**src/rtl/video_timing_noise_gen.sv**
```systemverilog
// Raster timing source: pixel enable, sync/blank strobes and an LFSR greyscale
// noise pixel, with NTSC/PAL and scandouble geometry latched at frame start.
module video_timing_noise_gen #(
  parameter int          CE_DIV        = 4,
  parameter int          H_ACTIVE      = 320,
  parameter int          H_TOTAL       = 448,
  parameter int          HS_START      = 336,
  parameter int          HS_WIDTH      = 32,
  parameter int          V_ACTIVE      = 240,
  parameter int          V_TOTAL_NTSC  = 262,
  parameter int          V_TOTAL_PAL   = 312,
  parameter int          VS_START_NTSC = 244,
  parameter int          VS_START_PAL  = 270,
  parameter int          VS_WIDTH      = 3,
  parameter logic [15:0] LFSR_SEED     = 16'hACE1
) (
  input  logic       clk,
  input  logic       reset_n,
  input  logic       pal,
  input  logic       scandouble,
  output logic       ce_pix,
  output logic       HBlank,
  output logic       HSync,
  output logic       VBlank,
  output logic       VSync,
  output logic [7:0] video
);

  localparam int DIV_W = $clog2(CE_DIV);

  localparam logic [DIV_W-1:0] DIV_LAST_N = DIV_W'(CE_DIV - 1);
  localparam logic [DIV_W-1:0] DIV_LAST_S = DIV_W'(CE_DIV / 2 - 1);

  localparam logic [8:0] H_ACT  = 9'(H_ACTIVE);
  localparam logic [8:0] H_LAST = 9'(H_TOTAL - 1);
  localparam logic [8:0] HS_BEG = 9'(HS_START);
  localparam logic [8:0] HS_END = 9'(HS_START + HS_WIDTH);

  localparam logic [9:0] V_ACT    = 10'(V_ACTIVE);
  localparam logic [9:0] VT_N     = 10'(V_TOTAL_NTSC);
  localparam logic [9:0] VT_P     = 10'(V_TOTAL_PAL);
  localparam logic [9:0] VS_BEG_N = 10'(VS_START_NTSC);
  localparam logic [9:0] VS_BEG_P = 10'(VS_START_PAL);
  localparam logic [9:0] VS_W     = 10'(VS_WIDTH);

  logic [DIV_W-1:0] div_q;
  logic [8:0]       h_q, h_d;
  logic [9:0]       v_q, v_d;
  logic [15:0]      lfsr_q, lfsr_d;
  logic             pal_l_q, sd_l_q;
  logic             ce_q, hblank_q, hsync_q, vblank_q, vsync_q;
  logic [7:0]       video_q;

  logic             tick, h_wrap, v_wrap, frame_wrap;
  logic [9:0]       vt, v_last, src_line, vs_beg;
  logic             hblank_d, hsync_d, vblank_d, vsync_d, active_d;
  logic [7:0]       video_d;

  always_comb begin
    tick       = (div_q == (sd_l_q ? DIV_LAST_S : DIV_LAST_N));
    vt         = pal_l_q ? VT_P : VT_N;
    v_last     = (sd_l_q ? (vt << 1) : vt) - 10'd1;
    vs_beg     = pal_l_q ? VS_BEG_P : VS_BEG_N;
    h_wrap     = (h_q == H_LAST);
    v_wrap     = (v_q == v_last);
    frame_wrap = h_wrap && v_wrap;

    h_d = h_wrap ? 9'd0 : h_q + 9'd1;
    v_d = v_q;
    if (h_wrap) v_d = v_wrap ? 10'd0 : v_q + 10'd1;

    // Entering v=0 the source line is 0 regardless of which mode is latched next.
    src_line = sd_l_q ? (v_d >> 1) : v_d;

    hblank_d = (h_d >= H_ACT);
    hsync_d  = (h_d >= HS_BEG) && (h_d < HS_END);
    vblank_d = (src_line >= V_ACT);
    vsync_d  = (src_line >= vs_beg) && (src_line < vs_beg + VS_W);
    active_d = !hblank_d && !vblank_d;

    video_d = active_d ? lfsr_q[7:0] : 8'd0;
    lfsr_d  = {lfsr_q[14:0], lfsr_q[15] ^ lfsr_q[13] ^ lfsr_q[12] ^ lfsr_q[10]};
  end

  always_ff @(posedge clk or negedge reset_n) begin
    if (!reset_n) begin
      div_q    <= '0;
      h_q      <= '0;
      v_q      <= '0;
      lfsr_q   <= LFSR_SEED;
      pal_l_q  <= 1'b0;
      sd_l_q   <= 1'b0;
      ce_q     <= 1'b0;
      hblank_q <= 1'b1;
      hsync_q  <= 1'b0;
      vblank_q <= 1'b1;
      vsync_q  <= 1'b0;
      video_q  <= 8'd0;
    end else begin
      ce_q <= tick;
      if (tick) begin
        div_q    <= '0;
        h_q      <= h_d;
        v_q      <= v_d;
        hblank_q <= hblank_d;
        hsync_q  <= hsync_d;
        vblank_q <= vblank_d;
        vsync_q  <= vsync_d;
        video_q  <= video_d;
        if (active_d) lfsr_q <= lfsr_d;
        if (frame_wrap) begin
          pal_l_q <= pal;
          sd_l_q  <= scandouble;
        end
      end else begin
        div_q <= div_q + 1'b1;
      end
    end
  end

  assign ce_pix = ce_q;
  assign HBlank = hblank_q;
  assign HSync  = hsync_q;
  assign VBlank = vblank_q;
  assign VSync  = vsync_q;
  assign video  = video_q;

endmodule
```
**config.mk**
```make
export PLATFORM = sky130hd
export DESIGN_NAME = video_timing_noise_gen
export DESIGN_NICKNAME = d
export VERILOG_FILES = /design/src/rtl/video_timing_noise_gen.sv
export SDC_FILE = /design/constraint.sdc
export NUM_CORES = 1
export LEC_CHECK = 0
export BUFFER_PORTS_ARGS = -buffer_cell sky130_fd_sc_hd__buf_2
export CORE_ASPECT_RATIO = 0.7
export CORE_UTILIZATION = 57
export CTS_CLUSTER_DIAMETER = 100
export DETAILED_ROUTE_END_ITERATION = 12
export PLACE_DENSITY = 0.75
export SYNTH_ARGS = -nofsm -noshare
export SYNTH_HDL_FRONTEND = slang
export SYNTH_SLANG_ARGS = --single-unit
```
**constraint.sdc**
```tcl
create_clock -name clk -period 3.4 [get_ports clk]
set_input_delay 0.34 -clock clk [delete_from_list [all_inputs] [get_ports clk]]
set_output_delay 0.34 -clock clk [all_outputs]
set_load 0.005 [all_outputs]
```
==> qor.csv <==
metric,value,unit
status,completed,
critPathBufInv,0,
numCtsBuffers,5,
drtIter0Drc,212,
synth_most_common_cell,dfrtp_1,
crit_chain,nor2b_1 -> a21oi_1 -> o21ai_0 -> and3_1 -> and2_0 -> or2_2 -> mux2i_1 -> ha_1 -> nand4_1 -> nor4b_1 -> o21ai_0 -> nor2b_1 -> nor4bb_1,
crit_slowest_cell,dfrtp_1,
synth_edf_count,0,
synth_area,3210,um^2
ctsResizeCount,0,
fin_nets,364,
worstPathMaxFanout,6,
syn-num-nets,348,
antenna_left,0,
layout-drive-gt1-share,22.6,%
timing.fmax,328,MHz
r2r_cells,13,
cp-start-kind,flop,
rrSetupSlack,350,ps
ys_types,55,
grt_pass1_wl,11600,um
synth_largest_area_cell,dfrtp_1,
hold_violations,0,
synth_top_area_share,32.8,%
core,5340,um^2
die_h,64.8,um
crit_required,3620,ps
diodes,0,
first_pass_iters,5,
rows,22,
relSlewSlack,46.2,%
antenna_found_initial,0,
critPathMaxStageDelay,460,ps
powerDensity,308,nW/um^2
post-cts-setup-buffers,0,
place_hpwl,5030,um
critPathKind,flop to flop,
gp_congestion,0.905,
path_clk_slew,110,ps
multi_input_area,1730,um^2
start_util,60.1,%
skew,19.2,ps
die_w,91.7,um
port-buffer-count,16,
io_pins,17,
yosysWarningCount,0,
root_buffer,clkbuf_8,
netlist_top_cells_count,"dfrtp_1, nand2_1, o21ai_0",
cts.path.max_buffers,2,
crit_cells,13,
ys_seq_area_share,41.0,%
power_leakage,0.00168,uW
period_needed,3050,ps
r2r-start,v_q[9],
grt_pass1_vias,2292,
final_core_util,65.4,%
syn2layout_area_growth,8.81,%
async_reset_ff_share,100,%
maxSlewViolCount,0,
grt_util_all_layers,25.3,%
finalSetupTns,0,ps
worstPathArrival,3270,ps
worstSetupEndpoint,VSync,
rsz0062_at_grt,no,
hp-class,input port to async pin,
hold_buffers,0,
drc,0,
synth_seq_cells,52,
cts_tree,done,
avgRoutedWirePerCell,16.5,um
crit_family,simple AND/OR/NAND/NOR gates,
synth_area_per_cell,9.66,um^2
ff_latch_area,1310,um^2
grt_max_degree,37,
clkLatencyLatePin,310,ps
vias,2500,
critPathLaunch,v_q[9],
regToRegEndpoint,VSync,
maxCapViolations,0,
finalSetupViolCount,0,
ir_worst_vdd,0.292,mV
cts.sinks,52,
dieArea,5940,um^2
cp-end-kind,flop,
synthTopCellsByArea,"dfrtp_1, dfstp_2, mux2_4, nand2_1, ha_1",
viasPerCell,5.94,
finalCritPeriodShare,89.7,%
finalWirelength,6930,um
syn-instance-count,332,
grt-ovfl-total,0,
htreeDepth,2,
fill_cells,441,
worstMarginPinSlew,807,ps
ys.flop_type,dfrtp_1,
-- power by group --
| group | internal [uW] | leakage (uW) | switching [uW] |
|---|---|---|---|
| registers | 619 | 0.000666 | 0 |
| clock network | 222 | 0.0000548 | 219 |
| logic | 1.98 | 0.000962 | 12.0 |
-- layout make-up --
cell class                 count  share of cell area [%]
clock buffer                   5                    1.97
sequential                    52                    37.6
multi-input combinational    248                    49.4
tap                           72                    2.58
clock inverter                 3                    1.33
inverter                       9                   0.968
timing repair buffer          32                    6.09
-- layout by cell type (no fill, tap or decap), types with 11 or more instances in the layout --
cell type,n
dfrtp_1,42
ha_1,12
mux2_4,12
o21ai_0,24
buf_2,16
xnor2_1,11
buf_4,15
nor2_1,16
nand2_1,41
nand3_1,17
a21oi_1,12
-- cell families (layout without fill, tap and decap cells) --
group | after synthesis | count (layout) | share of synthesized area, %
flops | 52 | 52 | 41.0
fa+ha+maj | 12 | 12 | 4.68
xor+xnor | 18 | 18 | 4.91
compound gates | 73 | 73 | 14.9
simple gates | 122 | 122 | 19.9
mux | 23 | 23 | 9.32
buf+inv | 32 | 49 | 5.27
-- how the worst min path moves through the flow --
| stage | to | slack [ps] |
|---|---|---|
| after CTS | VSync | 140 |
| after global placement | div_q[0] | 440 |
| after global routing | VSync | 170 |
| final | VSync | 100 |
| after floorplan | HSync | 40 |
| after detailed placement | div_q[0] | 470 |
-- worst reg2reg max path, stage by stage, from the launching register on --
cell	delay [ps]
dfrtp_1	460
nor2b_1	220
a21oi_1	80
o21ai_0	220
and3_1	290
and2_0	320
or2_2	190
mux2i_1	70
ha_1	290
nand4_1	80
nor4b_1	230
o21ai_0	120
nor2b_1	140
nor4bb_1	250
-- per-stage QoR --
| stage | instances | area, um^2 | total power (uW) | setup WS (ps) | hold WS [ps] |
|---|---|---|---|---|---|
| floorplan | 332 | 3210 | 630 | 592 | 44.4 |
| global route | 421 | 3490 | 1110 | 39.5 | 167 |
| detailed placement | 413 | 3380 | 645 | 365 | 472 |
| global placement | 413 | 3380 | 645 | 427 | 444 |
| CTS | 421 | 3490 | 1080 | 353 | 139 |
| finish | 421 | 3490 | 1070 | 349 | 103 |
-- routing by layer --
layer / wire, um / track usage (%) / up-vias
met5: 0 / 0 / -
met4: 14 / 3.57 / 0
met3: 366 / 3.99 / 2
met2: 2910 / 37.1 / 74
met1: 3650 / 39.8 / 1206
li1: - / - / 1218
-- flip-flops by register name (all words and copies together) (netlist names) --
register	cells
video	8
HBlank	1
VSync	1
v_q	10
div_q	2
ce_pix	1
h_q	9
sd_l_q	1
lfsr_q	16
HSync	1
VBlank	1
pal_l_q	1
No activity file was read; power rests on OpenSTA's default activity.
